===== config.mk =====
export PLATFORM = sky130hd
export DESIGN_NAME = wb_rr_master_arbiter
export DESIGN_NICKNAME = d
export VERILOG_FILES = /design/src/rtl/wb_arb_pkg.sv /design/src/rtl/wishbone_pkg.sv /design/src/rtl/wb_rr_priority.sv /design/src/rtl/wb_rr_master_arbiter.sv
export SDC_FILE = /design/constraint.sdc
export NUM_CORES = 1
export LEC_CHECK = 0
export CAP_MARGIN = 25
export CORE_AREA = 8 8 119 121
export DETAILED_ROUTE_END_ITERATION = 8
export DIE_AREA = 0 0 127 129
export REMOVE_ABC_BUFFERS = 1
export SYNTH_ARGS = -nofsm -noshare
export SYNTH_HDL_FRONTEND = slang
export SYNTH_HIERARCHICAL = 1
export SYNTH_SLANG_ARGS = --single-unit

===== constraint.sdc =====
create_clock -name clk_i -period 4.8 [get_ports clk_i]
set_input_delay 1.44 -clock clk_i [delete_from_list [all_inputs] [get_ports clk_i]]
set_output_delay 1.44 -clock clk_i [all_outputs]
set_load 0.1 [all_outputs]

===== src/rtl/wb_arb_pkg.sv =====
// rtl/wb_arb_pkg.sv - State type, size limit and round-robin helper for the Wishbone master arbiter.
package wb_arb_pkg;

   localparam int c_arb_max_masters = 8;

   typedef enum logic {ARB_IDLE, ARB_BUSY} t_arb_state;

   // Scan starts one past the previous owner so the previous owner is considered last.
   function automatic logic [c_arb_max_masters-1:0] f_rr_next(
      input logic [c_arb_max_masters-1:0] req,
      input logic [2:0]                   last,
      input int                           n
   );
      logic [c_arb_max_masters-1:0] gnt;
      logic                         found;
      logic [2:0]                   idx;
      gnt   = '0;
      found = 1'b0;
      for (int i = 1; i <= c_arb_max_masters; i++) begin
         if (i <= n) begin
            idx = 3'((int'(last) + i) % n);
            if (!found && req[idx]) begin
               gnt[idx] = 1'b1;
               found    = 1'b1;
            end
         end
      end
      return gnt;
   endfunction

endpackage


===== src/rtl/wishbone_pkg.sv =====
// rtl/wishbone_pkg.sv - Pipelined Wishbone request/response record types shared by masters and slaves.
package wishbone_pkg;

   typedef struct packed {
      logic        cyc;
      logic        stb;
      logic [31:0] adr;
      logic [3:0]  sel;
      logic        we;
      logic [31:0] dat;
   } t_wishbone_master_out;

   typedef struct packed {
      logic        ack;
      logic        err;
      logic        rty;
      logic        stall;
      logic [31:0] dat;
   } t_wishbone_master_in;

endpackage


===== src/rtl/wb_rr_priority.sv =====
// rtl/wb_rr_priority.sv - Combinational round-robin picker: request vector and last owner to one-hot grant.
module wb_rr_priority
   import wb_arb_pkg::*;
#(
   parameter int g_num_masters = 2
) (
   input  logic [g_num_masters-1:0] req,
   input  logic [2:0]               last,
   output logic [g_num_masters-1:0] grant,
   output logic                     valid
);

   logic [c_arb_max_masters-1:0] req_ext;
   logic [c_arb_max_masters-1:0] gnt_ext;

   always_comb begin
      req_ext                    = '0;
      req_ext[g_num_masters-1:0] = req;
      gnt_ext                    = f_rr_next(req_ext, last, g_num_masters);
   end

   assign grant = gnt_ext[g_num_masters-1:0];
   assign valid = |gnt_ext;

endmodule


===== src/rtl/wb_rr_master_arbiter.sv =====
// rtl/wb_rr_master_arbiter.sv - Round-robin whole-cycle arbiter of N Wishbone masters onto one slave.
// Optional watchdog enabled by defining WB_ARB_TIMEOUT_EN.
module wb_rr_master_arbiter
   import wishbone_pkg::*;
   import wb_arb_pkg::*;
#(
   parameter int g_num_masters     = 2,
   parameter int g_max_outstanding = 15,
   parameter int g_timeout         = 1024
) (
   input  logic                      clk_i,
   input  logic                      rst_i,
   input  t_wishbone_master_out      m_i [g_num_masters],
   output t_wishbone_master_in       m_o [g_num_masters],
   output t_wishbone_master_out      s_o,
   input  t_wishbone_master_in       s_i,
   output logic [g_num_masters-1:0]  grant_o,
   output logic                      busy_o
);

   localparam int c_out_w = $clog2(g_max_outstanding + 1);

   t_arb_state               state, state_nxt;
   logic [g_num_masters-1:0] grant_q;
   logic [g_num_masters-1:0] pick;
   logic                     pick_valid;
   logic [g_num_masters-1:0] cyc_vec;
   logic [g_num_masters-1:0] req;
   logic [2:0]               last_q;
   logic [2:0]               gidx;
   logic [c_out_w-1:0]       outstanding;
   t_wishbone_master_out     mg;
   logic                     released;
   logic                     resp;
   logic                     fwd;
   logic                     at_max;
   logic                     accept;
   logic                     timeout_hit;
   logic                     drop;

   always_comb begin
      mg   = '0;
      gidx = '0;
      for (int k = 0; k < g_num_masters; k++) begin
         cyc_vec[k] = m_i[k].cyc;
         if (grant_q[k]) begin
            mg   = m_i[k];
            gidx = 3'(k);
         end
      end
   end

   assign released = (state == ARB_BUSY) && !mg.cyc;
   assign resp     = s_i.ack | s_i.err | s_i.rty;
   assign at_max   = (outstanding == c_out_w'(g_max_outstanding));
   assign fwd      = (outstanding != '0) && !released;
   assign drop     = released | timeout_hit;

`ifdef WB_ARB_TIMEOUT_EN
   localparam int c_wd_w = $clog2(g_timeout + 1);

   logic [c_wd_w-1:0]        wd_cnt;
   logic [g_num_masters-1:0] lock_q;

   assign timeout_hit = (state == ARB_BUSY) && !released && (outstanding != '0) && !resp &&
                        (wd_cnt == c_wd_w'(g_timeout - 1));
   assign req         = cyc_vec & ~lock_q;

   always_ff @(posedge clk_i) begin
      if (rst_i || state != ARB_BUSY || resp || outstanding == '0 || drop)
         wd_cnt <= '0;
      else
         wd_cnt <= wd_cnt + 1'b1;
   end

   // A timed-out master stays locked out until it drops cyc or somebody else is granted.
   always_ff @(posedge clk_i) begin
      if (rst_i)
         lock_q <= '0;
      else if (timeout_hit)
         lock_q <= grant_q;
      else if (state == ARB_IDLE && pick_valid)
         lock_q <= '0;
      else
         lock_q <= lock_q & cyc_vec;
   end
`else
   localparam int c_unused_timeout = g_timeout;

   assign timeout_hit = 1'b0;
   assign req         = cyc_vec;
`endif

   wb_rr_priority #(
      .g_num_masters(g_num_masters)
   ) u_priority (
      .req  (req),
      .last (last_q),
      .grant(pick),
      .valid(pick_valid)
   );

   always_comb begin
      s_o = '0;
      if (state == ARB_BUSY) begin
         s_o     = mg;
         s_o.cyc = !drop;
         s_o.stb = mg.stb && !at_max && !drop;
      end
   end

   assign accept = s_o.stb && !s_i.stall;

   always_comb begin
      for (int k = 0; k < g_num_masters; k++) begin
         m_o[k].ack   = 1'b0;
         m_o[k].err   = 1'b0;
         m_o[k].rty   = 1'b0;
         m_o[k].stall = 1'b1;
         m_o[k].dat   = '0;
         if (state == ARB_BUSY && grant_q[k]) begin
            m_o[k].stall = s_i.stall | at_max;
            m_o[k].ack   = s_i.ack & fwd;
            m_o[k].err   = (s_i.err & fwd) | timeout_hit;
            m_o[k].rty   = s_i.rty & fwd;
            m_o[k].dat   = s_i.dat;
         end
      end
   end

   always_comb begin
      state_nxt = state;
      if (state == ARB_IDLE) begin
         if (pick_valid)
            state_nxt = ARB_BUSY;
      end else begin
         if (drop)
            state_nxt = ARB_IDLE;
      end
   end

   always_ff @(posedge clk_i) begin
      if (rst_i)
         state <= ARB_IDLE;
      else
         state <= state_nxt;
   end

   always_ff @(posedge clk_i) begin
      if (rst_i) begin
         grant_q     <= '0;
         last_q      <= 3'(g_num_masters - 1);
         outstanding <= '0;
      end else if (state == ARB_IDLE) begin
         outstanding <= '0;
         if (pick_valid)
            grant_q <= pick;
      end else if (drop) begin
         grant_q     <= '0;
         last_q      <= gidx;
         outstanding <= '0;
      end else if (accept && !(resp && fwd)) begin
         outstanding <= outstanding + 1'b1;
      end else if (!accept && resp && fwd) begin
         outstanding <= outstanding - 1'b1;
      end
   end

   assign grant_o = grant_q;
   assign busy_o  = (state == ARB_BUSY);

endmodule


**Word-level counts from Yosys, hierarchy flattened**

Index checks and enable logic that the tools add are counted.

- Bits in registers: 8
- Bits of input ports: 180
- Output and inout bits: 146
- Logic and storage cells: 77

- $add $sub $neg: 4
- Magnitude comparators: 4
- Equal/unequal tests: 2
- Mux-type cells: 25
- Bitwise logic cells: 10
- Reduce and logical (&&, ||, !) cells: 28

Operator list:

| kind | number |
|---|---|
| $mux 71 | 3 |
| $mux 36 | 2 |
| $mux 8 | 2 |
| $logic_and 1x1->1 | 14 |
| $mux 1 | 9 |
| $lt 3x4->1 const B | 2 |
| $mux 4 | 2 |
| $or 8x8->8 | 1 |
| $reduce_or 8->1 | 1 |
| $logic_not 1->1 | 7 |
| $ge 3x1->1 const B | 2 |
| $mux 2 | 3 |
| $add 4x1->4 const B | 1 |
| $bmux 1 s2 | 2 |
| $demux 1 s2 | 2 |
| $eq 4x4->1 const B | 1 |
| $reduce_and 2->1 | 2 |
| $reduce_bool 2->1 | 2 |
| $reduce_bool 4->1 | 1 |
| $sub 4x1->4 const B | 1 |
| $and 1x1->1 | 3 |
| $or 1x1->1 | 3 |
| $reduce_or 3->1 | 1 |
| $add 1x1->1 const B | 2 |
| 3 further kinds | 4 |

**Depth between registers and ports, before layout**

- Depth after elaboration: 13
- Gate-level depth with buffers: 10
- Depth with buffers taken out: 9

**By module**

The synthesis kept the hierarchy.

Modules (own cells, without submodules):

| module | instances | cells an instance | area each (um^2) | seq. area each (um^2) |
|---|---|---|---|---|
| wb_rr_master_arbiter | 1 | 233 | 1725.4 | 160.2 |
| wb_rr_priority | 1 | 4 | 25.0 | 0.0 |

**Least setup slack after synthesis**

No wires, ideal clock.

- Kind: input-to-output
- From: input m_i[70] (netlist name)
- To: output s_o[69] (netlist name)
- Arrival time: 4.085 ns
- Data required time: 3.360 ns
- Setup slack: -0.725 ns
- Cell stages on the path: 3
- Buffers on the path: 0
- Path through: nand2_1 > a21bo_4 > a211oi_1

RTL lines:

| what | RTL line | text |
|---|---|---|
| start: declaration | wb_rr_master_arbiter.sv:13 | `input t_wishbone_master_out m_i [g_num_masters],` |
| end: declaration | wb_rr_master_arbiter.sv:15 | `output t_wishbone_master_out s_o,` |

==> results by group <==
Status
  – Outcome: finished, final reports clean

Layout
  – Synth-to-layout area growth: 234%
  – Post-route cell area: 5830 µm²
  – Fill cells: 1,138
  – Layout cell share with drive strength beyond 1: 0.301
  – Most common cell after layout, fill and taps aside: sky130_fd_sc_hd__clkdlybuf4s50_1
  – Leading cell types in the layout, fill and taps excluded: 180 x sky130_fd_sc_hd__clkdlybuf4s50_1, 79 x sky130_fd_sc_hd__buf_12, 71 x sky130_fd_sc_hd__and3_1, 70 x sky130_fd_sc_hd__buf_4, 69 x sky130_fd_sc_hd__a22o_1
  – Core Util, Final: 0.473
  – Net total in the final layout: 723

Power and ir drop
  – Switching part of the total power: 0.454
  – Net Sw Power: 0.000346 W
  – Clock power share: 0.184
  – Power density normalized to cell area: 131 nW/µm²
  – Logic gate share of total power: 0.721
  – Static power due to leakage: 2.69 nW
  – Sequential share of power: 0.095
  – IR drop worst, VDD: 0.133 mV
  – Internal cell power: 0.000416 W

CTS
  – Number of levels the H-tree was split into: 1
  – Setup Fix Bufs, Post-CTS: 0
  – Clock tree sinks: 8
  – Clock tree from TritonCTS: yes
  – TritonCTS buffer count: 3
  – Resized cells post-CTS: 0
  – Largest buffer count on any clock path: 2
  – Clock-pin slew reported for the worst setup and hold paths after clock tree synthesis: 0.04 ns
  – Number of buffers added to fix hold violations after cts: 0
  – Clock latency on the worst-skew pair: 0.23 ns
  – CTS Root Cell: sky130_fd_sc_hd__clkbuf_16

Critical path
  – Number of cells on the worst reg-to-reg path: 9
  – Endpoint of the most critical register-to-register path: outstanding[3]
  – Worst path slowest cell: sky130_fd_sc_hd__clkdlybuf4s50_1
  – Slowest cell delay on critical path: 0.53 ns
  – R2R Setup Slk: 1.98 ns
  – Crit path max fanout: 8
  – Worst reg2reg path startpoint: busy_o
  – Endpoint class of the critical path: primary output
  – Critical path's top delay family: buffers and inverters
  – Critical path startpoint category: input pin
  – Number of buffers and inverters on the critical path: 2
  – Critical path data required time: 3.36 ns
  – Worst Path Arrival: 3.02 ns
  – Sequence of cells on the critical path: clkdlybuf4s50_1, nand2_1, a31oi_2, and3_1, buf_12
  – Category of the critical setup timing path: input pin to primary output

Timing
  – Time the final worst path needs with I/O delays and setup: 4.46 ns
  – Unrepaired setup endpoints after global routing: no
  – Final setup violation count: 0
  – Worst clock skew: 0.00332 ns
  – Transition at the pin with the smallest max-transition slack: 0.984 ns
  – Slew headroom: 0.342
  – Final max-slew violation count: 0
  – Final period utilization: 0.929
  – Count of final hold-check violations: 0
  – Setup total negative slack: 0 ns
  – Timing-limited maximum frequency: 0.224 GHz

Global route
  – Overall overflow remaining after global route: 0
  – Antenna violations before repair: 0
  – Largest net degree at the start of global routing: 74
  – GR Util All Layers: 0.173
  – Vias in the first global route: 3,113
  – First-pass GRT wire length: 21,800 µm

Flow run
  – Max Cap Violations: 0

Drt
  – Final Routed Wirelength: 15,600 µm
  – Via Count: 3,152
  – Remaining number of nets flagged by the antenna check after routing: 0
  – Average routed wire per standard cell: 22.7 µm
  – DRC viols: 0
  – Detailed-routing iteration count for the pre-antenna-repair pass: 4
  – Starting DRT DRC Count: 150
  – Via density per instance: 4.57

Floorplanning
  – Starting density of the core: 0.142
  – Y dimension of the die: 129 µm
  – Chip width: 127 µm
  – Die area: 16,400 µm²
  – I/O Pins: 326
  – Row count: 41
  – Area of the core: 12,300 µm²

Placement
  – Final weighted congestion in routability-driven placement: 0.846
  – DP Area: 5720 µm²
  – Count of port buffers added during placement: 325
  – DP Wirelength: 13,300 µm

Synthesis
  – Mean cell area of the mapped netlist: 7.40 µm²
  – Total of warnings raised by yosys: 6
  – Synthesized area: 1750 µm²
  – Mapped Cells: 236

Hold path
  – Hold endpoint: outstanding[3]
  – Path type of the worst min-delay path: flip-flop to flip-flop
  – Cell depth of the worst min-delay path: 2
  – Hold Path Origin: outstanding[3]
per-layer routing:
metal | GRT usage | wire [µm] | vias to the layer above
met5 | 0 | 0 | -
met4 | 0.0287 | 234 | 0
met3 | 0.0484 | 1260 | 14
met2 | 0.309 | 7940 | 135
met1 | 0.204 | 6220 | 1472
li1 | - | - | 1531
final cells by class:
cell class              instances  area (µm²)  share of cell area
repair buffers                330        3940               0.676
multi-input cells             194        1450               0.249
well taps                     150         188              0.0322
flip-flops and latches          8         160              0.0275
clock buffers                   3        75.1              0.0129
inverters                       3        11.3             0.00193
diodes                          1        2.50            0.000430
sequential cells by signal, indices dropped and copies added, names as in the netlist:
| signal | flops |
|---|---|
| busy_o | 1 |
| outstanding | 4 |
| grant_o | 2 |
| last_q | 1 |
stage by stage:
step	total power, W	cells	hold WS, ns	setup WS [ns]
4_1_cts	0.000764	687	0.492	0.257
5_1_grt	0.000789	688	0.509	0.209
3_5_place_dp	0.000619	684	0.486	0.251
6_report	0.000762	689	0.490	0.340
2_1_floorplan	0.000339	205	0.455	-1.96
3_3_place_gp	0.000614	684	0.468	0.294
worst max-delay path by stage:
| stage | cells past startpoint | slack, ns | from | endpoint |
|---|---|---|---|---|
| 6_report | 5 | 0.34 | m_i[70] | m_o[70] |
| 4_1_cts | 5 | 0.26 | m_i[70] | m_o[33] |
| 3_3_place_gp | 5 | 0.29 | m_i[70] | m_o[69] |
| 5_1_grt | 5 | 0.21 | m_i[70] | m_o[34] |
| 2_1_floorplan | 3 | -1.96 | busy_o | s_o[0] |
| 3_5_place_dp | 5 | 0.25 | m_i[70] | m_o[33] |
power by group through the flow:
stage          logic (W)  clock network [W]  registers (W)
2_1_floorplan   0.000243                  0      0.0000964
3_3_place_gp    0.000538                  0      0.0000761
3_5_place_dp    0.000542                  0      0.0000763
4_1_cts         0.000545           0.000144      0.0000753
5_1_grt         0.000568           0.000148      0.0000724
6_report        0.000549           0.000140      0.0000721
worst reg2reg max path: cells and delay by family, from the launching register on:
family | cells | cell delay, ns
AO/OA/AOI/OAI | 4 | 1.11
adder cells (fa/ha/maj) | 1 | 0.30
buffers and inverters | 2 | 0.59
flip-flops | 1 | 0.31
multiplexers | 2 | 0.43
Note: power is estimated with default switching activity, not from simulation.
